[src/rtl/data_mem_arbiter_pkg.sv]
`default_nettype none
// ============================================================================
// Module      : data_mem_arbiter_pkg
// Description : Shared state encoding, requester indices and helpers for the
//               data memory arbiter.
// Revision    : 1.0
// ============================================================================
package data_mem_arbiter_pkg;

   localparam logic [0:0] c_IDLE   = 1'b0;
   localparam logic [0:0] c_ACCESS = 1'b1;

   localparam logic [0:0] c_REQ0 = 1'b0;
   localparam logic [0:0] c_REQ1 = 1'b1;

   // Word accesses only: the two low address bits must be zero.
   function automatic logic isAligned(input logic [1:0] lowBits);
      return (lowBits == 2'b00);
   endfunction

endpackage
`default_nettype wire

[src/rtl/data_mem_arbiter_rr_pick2.sv]
`default_nettype none
// ============================================================================
// Module      : rr_pick2
// Description : Two-way round-robin pick; Last names the most recent winner.
// Revision    : 1.0
// ============================================================================
module rr_pick2
   import data_mem_arbiter_pkg::*;
(
   input  logic       Req0,
   input  logic       Req1,
   input  logic       Last,
   output logic [1:0] Gnt
);

   always_comb begin
      Gnt = 2'b00;
      if (Req0 && Req1) begin
         // Conflict goes to whoever did not win most recently.
         if (Last == c_REQ1) Gnt = 2'b01;
         else                Gnt = 2'b10;
      end else if (Req0) begin
         Gnt = 2'b01;
      end else if (Req1) begin
         Gnt = 2'b10;
      end
   end

endmodule
`default_nettype wire

[src/rtl/data_mem_arbiter.sv]
`default_nettype none
// ============================================================================
// Module      : data_mem_arbiter
// Description : Two-requester single-port data memory arbiter, one command
//               accepted per cycle, completion two cycles after grant.
// Revision    : 1.0
// ============================================================================
module data_mem_arbiter #(
   parameter int AW = 32,
   parameter int DW = 32
) (
   input  logic          Clk,
   input  logic          Reset,
   input  logic          Req0,
   input  logic          We0,
   input  logic [AW-1:0] Addr0,
   input  logic [DW-1:0] WData0,
   input  logic          Req1,
   input  logic          We1,
   input  logic [AW-1:0] Addr1,
   input  logic [DW-1:0] WData1,
   output logic          Gnt0,
   output logic          Gnt1,
   output logic          RValid0,
   output logic [DW-1:0] RData0,
   output logic          Err0,
   output logic          RValid1,
   output logic [DW-1:0] RData1,
   output logic          Err1,
   output logic [AW-1:0] MemAddress,
   output logic [DW-1:0] MemWriteData,
   output logic          MemWrite,
   output logic          MemRead,
   input  logic [DW-1:0] MemReadData
);

   import data_mem_arbiter_pkg::*;

   logic [1:0]    w_gnt;
   logic          w_accept;
   logic [0:0]    w_gntIdx;
   logic [0:0]    w_nextState;
   logic          w_aligned;
   logic          w_done0;
   logic          w_done1;
   logic          w_readOk;

   logic [0:0]    r_state;
   logic [0:0]    r_last;
   logic [0:0]    r_owner;
   logic          r_we;
   logic [AW-1:0] r_addr;
   logic [DW-1:0] r_wdata;

   rr_pick2 u_pick (
      .Req0 (Req0),
      .Req1 (Req1),
      .Last (r_last),
      .Gnt  (w_gnt)
   );

   assign Gnt0     = w_gnt[0];
   assign Gnt1     = w_gnt[1];
   assign w_accept = |w_gnt;
   assign w_gntIdx = w_gnt[1] ? c_REQ1 : c_REQ0;

   always_ff @(posedge Clk or posedge Reset) begin
      if (Reset) r_state <= c_IDLE;
      else       r_state <= w_nextState;
   end

   always_comb begin
      w_nextState = c_IDLE;
      if (w_accept) w_nextState = c_ACCESS;
   end

   // Winner's command is captured so the requester is free next cycle.
   always_ff @(posedge Clk or posedge Reset) begin
      if (Reset) begin
         r_last  <= c_REQ1;
         r_owner <= c_REQ0;
         r_we    <= 1'b0;
         r_addr  <= '0;
         r_wdata <= '0;
      end else if (w_accept) begin
         r_last  <= w_gntIdx;
         r_owner <= w_gntIdx;
         r_we    <= w_gnt[1] ? We1    : We0;
         r_addr  <= w_gnt[1] ? Addr1  : Addr0;
         r_wdata <= w_gnt[1] ? WData1 : WData0;
      end
   end

   assign w_aligned = isAligned(r_addr[1:0]);

   always_comb begin
      MemAddress   = '0;
      MemWriteData = '0;
      MemWrite     = 1'b0;
      MemRead      = 1'b0;
      if (r_state == c_ACCESS) begin
         MemAddress   = r_addr;
         MemWriteData = r_wdata;
         MemWrite     = r_we && w_aligned;
         MemRead      = !r_we && w_aligned;
      end
   end

   assign w_done0  = (r_state == c_ACCESS) && (r_owner == c_REQ0);
   assign w_done1  = (r_state == c_ACCESS) && (r_owner == c_REQ1);
   assign w_readOk = !r_we && w_aligned;

   always_ff @(posedge Clk or posedge Reset) begin
      if (Reset) begin
         RValid0 <= 1'b0;
         RData0  <= '0;
         Err0    <= 1'b0;
         RValid1 <= 1'b0;
         RData1  <= '0;
         Err1    <= 1'b0;
      end else begin
         RValid0 <= w_done0;
         RData0  <= (w_done0 && w_readOk) ? MemReadData : '0;
         Err0    <= w_done0 && !w_aligned;
         RValid1 <= w_done1;
         RData1  <= (w_done1 && w_readOk) ? MemReadData : '0;
         Err1    <= w_done1 && !w_aligned;
      end
   end

endmodule
`default_nettype wire

[config.mk]
export PLATFORM = sky130hd
export DESIGN_NAME = data_mem_arbiter
export DESIGN_NICKNAME = d
export VERILOG_FILES = /design/src/rtl/data_mem_arbiter_pkg.sv /design/src/rtl/data_mem_arbiter_rr_pick2.sv /design/src/rtl/data_mem_arbiter.sv
export SDC_FILE = /design/constraint.sdc
export NUM_CORES = 1
export LEC_CHECK = 0
export BUFFER_PORTS_ARGS = -buffer_cell sky130_fd_sc_hd__clkbuf_2
export CORE_MARGIN = 10
export CORE_UTILIZATION = 40
export DETAILED_ROUTE_END_ITERATION = 6
export PLACE_DENSITY = 0.75
export SLEW_MARGIN = 25
export SYNTH_ARGS = -nofsm -noshare
export SYNTH_HDL_FRONTEND = slang
export SYNTH_HIERARCHICAL = 1
export SYNTH_SLANG_ARGS = --single-unit
[constraint.sdc]
create_clock -name Clk -period 4.17 [get_ports Clk]
set_clock_uncertainty 0.2 [all_clocks]
set_input_delay 0.417 -clock Clk [delete_from_list [all_inputs] [get_ports Clk]]
set_output_delay 0.417 -clock Clk [all_outputs]
set_load 0.01 [all_outputs]
==> summary.txt, run 1 <==
EDFF count, synth = 0
unrepaired setup endpoints after global routing = false
die height = 140 microns
prevailing post-synth register cell = dfrtp_1
Top Ports = 302
CTS tree = built
crit path kind = flip-flop to output pin
clock sink total = 136
fin area = 0.00820 sq mm
initial core utilization = 41.2%
Critical Path RT = 3.55 ns
CP Capture Type = output pin
grt met2 use = 29.5%
Seq pwr share = 40.8%
Clk network pwr share = 40.5%
total number of vias = 4920
fmax = 390 MHz
Min Hold Slack = 0.0190 ns
Arrival @ worst endpoint = 1.95 ns
Avg WL per Cell = 17.9 microns
Total GRT Usage = 18.0%
Setup TNS = 0 ns
clk slew on worst S/H paths = 0.06 ns
Worst Hold Path Cells = 3
Least-Margin Pin Slew = 0.974 ns
First-pass DRT Iterations = 4
CTS resizes = 0
post-synthesis cell type count = 24
Via density = 4.83
layout cells sized above 1 = 41.6%
CP peak stage delay = 0.56 ns
Core Area = 0.0140 sq mm
part of the Yosys area used for sequential elements = 59.1%
Fin. Hold Viols = 0
Slew HR = 35.1%
Final nets = 990
PortBufs = 301
Syn Inst Count = 516
vias in the first global route = 5186
pre-CTS setup slack = 2.01 ns
final number of setup-violating endpoints = 0
number of buffers created by CTS = 17
Synth top cells by count = dfrtp_1 (135), and2_1 (66), mux2i_1 (65), nand2_1 (65), and3_1 (63)
synthesized area = 0.00576 sq mm
grt ovf = 0
Yosys top cell area share = 58.7%
GR peak layer = met2
final WL = 18200 microns
H-tree depth = 4
Post-Place Cell Area = 0.00738 sq mm
Die X = 140 microns
die area = 0.0196 sq mm
Slew Viols, Final = 0
Net Switching = 0.00106 W
DRT iter0 DRCs = 249
PnR worst setup slack = 1.60 ns
count leader, synth = dfrtp_1
HP Start = Addr1[4]
CTS root buf = clkbuf_16
insertion delay to the later sink of the worst-skew pair = 0.41 ns
post-route ant nets = 0
launch point of the worst reg-to-reg path = r_last$_DFFE_PP1P_
Global Route met1 Usage = 21.1%
Worst path top cell family by delay = buffers and inverters
top cells by area, synth = dfrtp_1 (59%), mux2i_1 (11%), and2_1 (7.2%)
GR Util met3 = 7.88%
# DRC = 0
RePlAce Congestion = 0.766
Max Cap Viol = 0
P per Cell Area = 457 mW/mm^2
outcome = finished clean
fraction of registers with async set/reset = 100%
Avg Inst Size Synth = 11.2 sq um
initial antenna violation count = 0
Worst Reg2Reg Path Length in Cells = 5
area leader, netlist = dfrtp_1
multi-input logic area = 0.00215 sq mm
Internal Power = 0.00268 W
Reg-to-Reg End = r_wdata[28]$_DFFE_PP0P_
Site Rows = 43
period utilization = 61.5%
pin count of the biggest net entering global routing = 66
FF-to-FF setup slack = 2.12 ns
Slowest-stage cell, CP = dfstp_2
Detail Placement HPWL = 13300 microns
fillers = 1199
Buf/Inv on CP = 3
critical path cell sequence = inv_1 -> a21boi_4 -> buf_12 -> clkbuf_2
Worst VDD drop = 0.000278 V
first-pass GRT wire length = 28400 microns
Ys Warns = 6
register area = 0.00341 sq mm
worst-path fanout max = 65
Hold Crit Class = input port to flip-flop
Syn Nets = 682
hold endpoint = r_addr[4]$_DFFE_PP0P_
P_leak = 4.61 nW
Sw Ratio = 28.4%
Max Root-Sink Buffers = 2
Area growth syn-to-layout = 42.4%
Critical Path Source Type = flip-flop
synthesis-stage register bit count = 136
fin crit period = 2.57 ns
Comb pwr share = 18.7%
-- placed cells by master (no fill, tap or decap), drive strengths merged --
master       Yosys  layout
diode            0       1
a21o             2       2
mux2i           65      65
nand2           65      65
and4b            2       2
and2b            1       1
dfstp            1       1
o21ai           65      65
nor2             1       1
clkinv           0       2
and3            63      63
inv              3       8
clkbuf          22     319
nor3             1       1
and2            66      66
bufinv           0       2
dlygate4sd3      0      22
a21boi           2       2
clkinvlp         0       5
nor2b            2       2
buf             19       7
or2              1       1
dfrtp          135     135
-- state kept, by name (all words and copies together), names as in the netlist, 32 cells and up --
signal / flops
r_wdata: 32
RData0: 32
RData1: 32
r_addr: 32
-- logic make-up (layout without fill, tap and decap cells) --
group,count (synthesis),count (layout),share of synthesized area (%)
AOI/OAI and AO/OA,69,69,6.17
buffers and inverters,44,365,4.02
DFF,136,136,59.1
muxes,65,65,11.3
other,0,1,0
and+or+nand+nor,202,202,19.4
-- what timing repair did --
action / 4_1_cts / 5_1_grt
setup buffers: 0 / 0
hold buffers: 22 / 0
hold endpoints to repair: 60 / 0
-- worst register-to-register path: stages (launching register included) --
cell and delay, ns:
dfstp_2 0.56, inv_1 0.08, a21boi_4 0.23, buf_12 0.41, mux2i_1 0.34, o21ai_0 0.10
-- metal layers --
layer  wire (microns)  vias up
met2             8890      229
li1                 -     2349
met5                0        -
met1             7470     2325
met4              261        0
met3             1560       17
-- power by group through the flow --
stage,sequential (W),clock [W],combinational (W)
CTS,0.00153,0.00155,0.000712
finish,0.00153,0.00152,0.000699
global placement,0.00155,0,0.000679
floorplan,0.00154,0,0.000399
global route,0.00155,0.00161,0.000775
detailed placement,0.00155,0,0.000693
-- area by class of cell --
type                       instances  share of cell area, %
clock buffer                      18                   5.35
timing repair buffer             330                   22.0
inverter                           3                  0.183
tap                              180                   2.75
multi-input combinational        336                   26.2
clock inverter                    14                   1.98
sequential                       136                   41.5
antenna                            1                 0.0305
-- worst max-delay path by stage --
stage	startpoint	to	cells after the start
2_1_floorplan	Reset	Err0$_DFF_PP0_	1
3_3_place_gp	r_last$_DFFE_PP1P_	Gnt0	4
3_5_place_dp	r_last$_DFFE_PP1P_	Gnt0	4
4_1_cts	r_last$_DFFE_PP1P_	Gnt0	4
5_1_grt	r_last$_DFFE_PP1P_	Gnt0	4
6_report	r_last$_DFFE_PP1P_	Gnt0	4
-- metrics by stage --
| stage | std cells | utilization [%] | power [W] |
|---|---|---|---|
| floorplan | 516 | - | 0.00194 |
| global placement | 963 | 52.7 | 0.00223 |
| detailed placement | 963 | 52.7 | 0.00224 |
| CTS | 1017 | 58.6 | 0.00379 |
| global route | 1017 | 58.6 | 0.00393 |
| finish | 1018 | 58.6 | 0.00375 |
(Power assumes the default switching activity.)
==> run 2: changes to the inputs <==
==> constraint.sdc (replaced) <==
create_clock -name Clk -period 2.35 [get_ports Clk]
set_clock_uncertainty 0.2 [all_clocks]
set_input_delay 0.235 -clock Clk [delete_from_list [all_inputs] [get_ports Clk]]
set_output_delay 0.235 -clock Clk [all_outputs]
set_load 0.01 [all_outputs]
==> run 2 against run 1 <==
Against the previous run:
- critical path depth rose by 2
- sequential power rose by 78%
- power rose by 86%
- sequential share of layout area fell by 6.6 points
- wire length rose by 29%
- largest power group unchanged
==> summary.txt, run 2 (synthesis gave the netlist of run 1 again) <==
initial antenna violation count = 6
fin crit period = 2.20 ns
P per Cell Area = 716 mW/mm^2
# DRC = 0
Max Cap Viol = 0
insertion delay to the later sink of the worst-skew pair = 0.41 ns
post-route ant nets = 0
H-tree depth = 4
period utilization = 93.4%
Area growth syn-to-layout = 69.2%
die height = 140 microns
Reg-to-Reg End = r_addr[7]$_DFFE_PP0P_
worst setup path end = r_addr[7]$_DFFE_PP0P_
pre-CTS setup slack = 0.393 ns
CP peak stage delay = 0.56 ns
Fin. Hold Viols = 0
fillers = 956
DRT iter0 DRCs = 358
Sw Ratio = 29.1%
worst-path fanout max = 5
Avg WL per Cell = 19.9 microns
RePlAce Congestion = 0.758
critical path cell sequence = inv_1 -> a21boi_4 -> buf_4 -> mux2i_1 -> o21ai_0 -> dlygate4sd3_1
CTS root buf = clkbuf_16
die area = 0.0196 sq mm
Final nets = 1142
CP Launch Point = r_last$_DFFE_PP1P_
number of buffers created by CTS = 17
pin count of the biggest net entering global routing = 78
fmax = 455 MHz
Total GRT Usage = 23.0%
Worst Reg2Reg Path Length in Cells = 6
Core Area = 0.0140 sq mm
outcome = finished clean
crit path kind = flip-flop to flip-flop
Via density = 5.01
clock sink total = 136
most frequent cells in the layout = clkbuf_2 (301), dlygate4sd3_1 (166), dfrtp_1 (134), and2_1 (66)
Least-Margin Pin Slew = 0.482 ns
CTS tree = built
initial core utilization = 41.2%
total number of vias = 5896
Die X = 140 microns
FF-to-FF setup slack = 0.15 ns
grt ovf = 0
PortBufs = 301
clk slew on worst S/H paths = 0.06 ns
first-pass GRT wire length = 36100 microns
Clk network pwr share = 38.7%
Comb pwr share = 22.1%
Arrival @ worst endpoint = 2.28 ns
PnR worst setup slack = 0.154 ns
post-CTS setup buffer count = 0
CP Capture Type = flip-flop
final number of setup-violating endpoints = 0
final WL = 23400 microns
P_leak = 5.27 nW
Slew HR = 67.9%
launch point of the worst reg-to-reg path = r_last$_DFFE_PP1P_
Critical Path RT = 2.44 ns
Slowest-stage cell, CP = dfstp_2
most common cell after layout, fill and taps aside = clkbuf_2
layout cells sized above 1 = 35.9%
Hold Crit Class = input port to flip-flop
Slew Viols, Final = 0
Max Root-Sink Buffers = 2
Net Switching = 0.00203 W
Critical Path Source Type = flip-flop
Detail Placement HPWL = 13800 microns
Internal Power = 0.00495 W
Worst VDD drop = 0.000440 V
Top Ports = 302
Site Rows = 43
Setup TNS = 0 ns
vias in the first global route = 6497
Seq pwr share = 39.2%
First-pass DRT Iterations = 6
unrepaired setup endpoints after global routing = false
[run 2: changes by cell type in the layout (fill, tap and decap cells not counted)]
cell,before,now
clkbuf_16,17,18
buf_4,5,10
and2_2,1,0
clkinv_4,2,6
clkinvlp_4,5,2
clkinv_2,0,1
inv_8,1,2
dlygate4sd3_1,22,166
buf_6,0,2
and2_1,65,66
inv_6,5,2
diode_2,1,8
[run 2: worst min path at each step]
| stage | start | end | slack [ns] | cells past startpoint |
|---|---|---|---|---|
| 6_report | Req1 | r_wdata[5]$_DFFE_PP0P_ | 0.1 | 3 |
| 5_1_grt | Req1 | r_wdata[5]$_DFFE_PP0P_ | 0.1 | 3 |
| 4_1_cts | Req1 | r_wdata[5]$_DFFE_PP0P_ | 0.07 | 3 |
| 3_5_place_dp | Reset | r_wdata[26]$_DFFE_PP0P_ | 0.20 | 3 |
| 3_3_place_gp | Reset | RData1[29]$_DFF_PP0_ | 0.18 | 3 |
| 2_1_floorplan | WData1[30] | r_wdata[30]$_DFFE_PP0P_ | 0.15 | 2 |
[run 2: per-stage QoR]
stage	utilization (%)	instances	power [W]	instance area (sq um)	hold WS, ns
final	69.7	1177	0.00697	9750	0.0991
after global routing	69.6	1175	0.00728	9740	0.0977
after CTS	69.4	1168	0.00695	9710	0.0746
after detailed placement	53.2	970	0.00401	7440	0.197
after global placement	53.2	970	0.00398	7440	0.178
after floorplan	-	516	0.00345	5760	0.152
[run 2: timing repair]
item / in CTS / in global routing
hold buffers: 166 / 0
gates resized for setup: 0 / 3
setup endpoints to repair: 0 / 3
hold endpoints to repair: 264 / 0
[run 2: final cells by class]
type	count	area, sq um	share of cell area (%)
inverters	3	15.0	0.154
clock buffers	18	439	4.51
diodes	8	20.0	0.205
multi-input cells	336	2150	22.0
clock inverters	14	165	1.69
well taps	180	225	2.31
flip-flops and latches	136	3410	34.9
repair buffers	482	3330	34.2
[run 2: power groups by stage]
stage | clock network (W) | logic (W) | registers [W]
finish | 0.00270 | 0.00154 | 0.00273
global placement | 0 | 0.00122 | 0.00275
detailed placement | 0 | 0.00125 | 0.00276
global route | 0.00284 | 0.00168 | 0.00276
floorplan | 0 | 0.000707 | 0.00274
CTS | 0.00274 | 0.00149 | 0.00272
[run 2: worst max-delay path, delay by kind of cell, from the launching register on]
kind	cells	cell delay (ns)
flip-flops	1	0.56
AO/OA/AOI/OAI	2	0.28
multiplexers	1	0.19
buffers and inverters	3	0.83
[run 2: per-layer routing]
metal	global-route usage, %	part of all wire, %	vias up
met4	11.3	3.3	0
met1	25.7	39	2852
met5	0	0	-
met2	38.1	50	320
li1	-	-	2672
met3	8.08	8.1	52
==> run 3: changes to the inputs <==
--- a/config.mk
+++ b/config.mk
@@ -8,8 +8,10 @@
 export BUFFER_PORTS_ARGS = -buffer_cell sky130_fd_sc_hd__clkbuf_2
 export CORE_MARGIN = 10
 export CORE_UTILIZATION = 40
+export CTS_BUF_LIST = sky130_fd_sc_hd__clkbuf_8
 export DETAILED_ROUTE_END_ITERATION = 6
 export PLACE_DENSITY = 0.75
+export REMOVE_ABC_BUFFERS = 1
 export SLEW_MARGIN = 25
 export SYNTH_ARGS = -nofsm -noshare
 export SYNTH_HDL_FRONTEND = slang
==> run 3 against run 2 <==
Against the previous run:
- non-clock buffer count down 2
- global-route usage decreased by 0.56 points
- cell count fell by 0.93%
- power shrank 11%
- register-to-register slack worse by 0.04 ns
- wire length fell by 4.8%
- sequential share of layout area up 0.79 points
- sequential power barely moved
- critical endpoint is now r_addr[17]$_DFFE_PP0P_
- largest cell class unchanged
- highest routed layer unchanged
==> summary.txt, run 3 (synthesis gave the netlist of run 1 again) <==
CP Capture Type = flip-flop
pin count of the biggest net entering global routing = 68
DRT iter0 DRCs = 294
Slowest-stage cell, CP = dfstp_2
Die X = 140 microns
die height = 140 microns
First-pass DRT Iterations = 5
insertion delay to the later sink of the worst-skew pair = 0.43 ns
most frequent cells in the layout = clkbuf_2 (301), dlygate4sd3_1 (163), dfrtp_1 (135), and2_1 (66)
Sw Ratio = 29.5%
Worst path top cell family by delay = buffers and inverters
final WL = 22300 microns
Placed Cells = 972
total number of vias = 5746
Core Area = 0.0140 sq mm
Arrival @ worst endpoint = 2.35 ns
Area growth syn-to-layout = 65.4%
fmax = 447 MHz
grt ovf = 0
Internal Power = 0.00439 W
Core Util, Final = 68.1%
Max Cap Viol = 0
critical path cell sequence = inv_1 -> a21boi_4 -> mux2i_1 -> o21ai_1 -> dlygate4sd3_1
Detail Placement HPWL = 13500 microns
Least-Margin Pin Slew = 0.550 ns
CTS tree = built
die area = 0.0196 sq mm
fin crit period = 2.24 ns
Net Switching = 0.00184 W
layout cells sized above 1 = 35.7%
Buf/Inv on CP = 2
Site Rows = 43
Via density = 4.93
Hold Crit Class = input port to flip-flop
Slew Viols, Final = 0
Total GRT Usage = 22.4%
post-route ant nets = 0
initial core utilization = 41.2%
Critical Path Source Type = flip-flop
crit path kind = flip-flop to flip-flop
clock sink total = 136
# DRC = 0
Final nets = 1140
vias in the first global route = 6337
number of buffers created by CTS = 17
CP peak stage delay = 0.57 ns
first-pass GRT wire length = 35400 microns
post-CTS setup buffer count = 0
outcome = finished clean
unrepaired setup endpoints after global routing = false
Seq pwr share = 43.5%
PortBufs = 301
RePlAce Congestion = 0.800
most common cell after layout, fill and taps aside = clkbuf_2
final number of setup-violating endpoints = 0
P_leak = 5.18 nW
Slew HR = 63.3%
Max Root-Sink Buffers = 2
Fin. Hold Viols = 0
period utilization = 95.1%
Top Ports = 302
Comb pwr share = 24.8%
Clk network pwr share = 31.7%
Avg WL per Cell = 19.1 microns
initial antenna violation count = 1
clk slew on worst S/H paths = 0.08 ns
Worst VDD drop = 0.000541 V
P per Cell Area = 654 mW/mm^2
CTS root buf = clkbuf_8
Critical Path RT = 2.46 ns
worst-path fanout max = 9
Non-Filler Instances = 1166
H-tree depth = 4
[run 3: worst register-to-register path, cell delays in order (launching register included)]
cell,delay (ns)
dfstp_2,0.57
inv_1,0.08
a21boi_4,0.38
mux2i_1,0.25
o21ai_1,0.08
dlygate4sd3_1,0.57
[run 3: final timing paths]
kind	startpoint	end	slack, ns	cells past startpoint
min reg2reg	r_owner$_DFFE_PP0P_	r_owner$_DFFE_PP0P_	0.31	1
max in group asynchronous	Reset	r_last$_DFFE_PP1P_	1.05	4
max	r_last$_DFFE_PP1P_	r_addr[17]$_DFFE_PP0P_	0.11	5
min	Req0	r_wdata[10]$_DFFE_PP0P_	0.04	4
max reg2reg	r_last$_DFFE_PP1P_	r_addr[17]$_DFFE_PP0P_	0.11	5
min in group asynchronous	Reset	r_addr[3]$_DFFE_PP0P_	0.18	3
[run 3: through the flow]
stage	power (W)	instance area [sq um]	hold WS [ns]	setup slack, ns	setup TNS (ns)
2_1_floorplan	0.00347	5540	0.152	-5.69	-618.84
3_3_place_gp	0.00400	7490	0.0818	0.446	0
3_5_place_dp	0.00402	7490	0.0827	0.384	0
4_1_cts	0.00623	9520	0.00339	0.157	0
5_1_grt	0.00654	9530	0.0547	0.0572	0
6_report	0.00623	9530	0.0433	0.115	0
[run 3: layout make-up]
| cell class | count | area (sq um) |
|---|---|---|
| inverter | 3 | 13.8 |
| multi-input combinational | 336 | 2150 |
| tap | 180 | 225 |
| antenna | 1 | 2.50 |
| clock inverter | 12 | 154 |
| sequential | 136 | 3400 |
| clock buffer | 18 | 248 |
| timing repair buffer | 480 | 3330 |
| fill | 935 | 4460 |
[run 3: power groups by stage]
stage	combinational [W]	clock [W]	sequential, W
2_1_floorplan	0.000711	0	0.00275
3_3_place_gp	0.00126	0	0.00274
3_5_place_dp	0.00128	0	0.00274
4_1_cts	0.00151	0.00202	0.00269
5_1_grt	0.00169	0.00211	0.00274
6_report	0.00155	0.00197	0.00271
[run 3: repair_timing]
action | 4_1_cts | 5_1_grt
hold buffers | 163 | 0
resized for setup | 0 | 0
endpoints found under the setup margin | 0 | 0
hold endpoints to repair | 163 | 0
[run 3: metal layers]
layer / track usage (%) / vias up / routed length [microns]
met2: 36.7 / 299 / 10800
met4: 10.1 / 0 / 752
met3: 9.67 / 52 / 2310
met5: 0 / - / 0
li1: - / 2642 / -
met1: 24.8 / 2753 / 8390
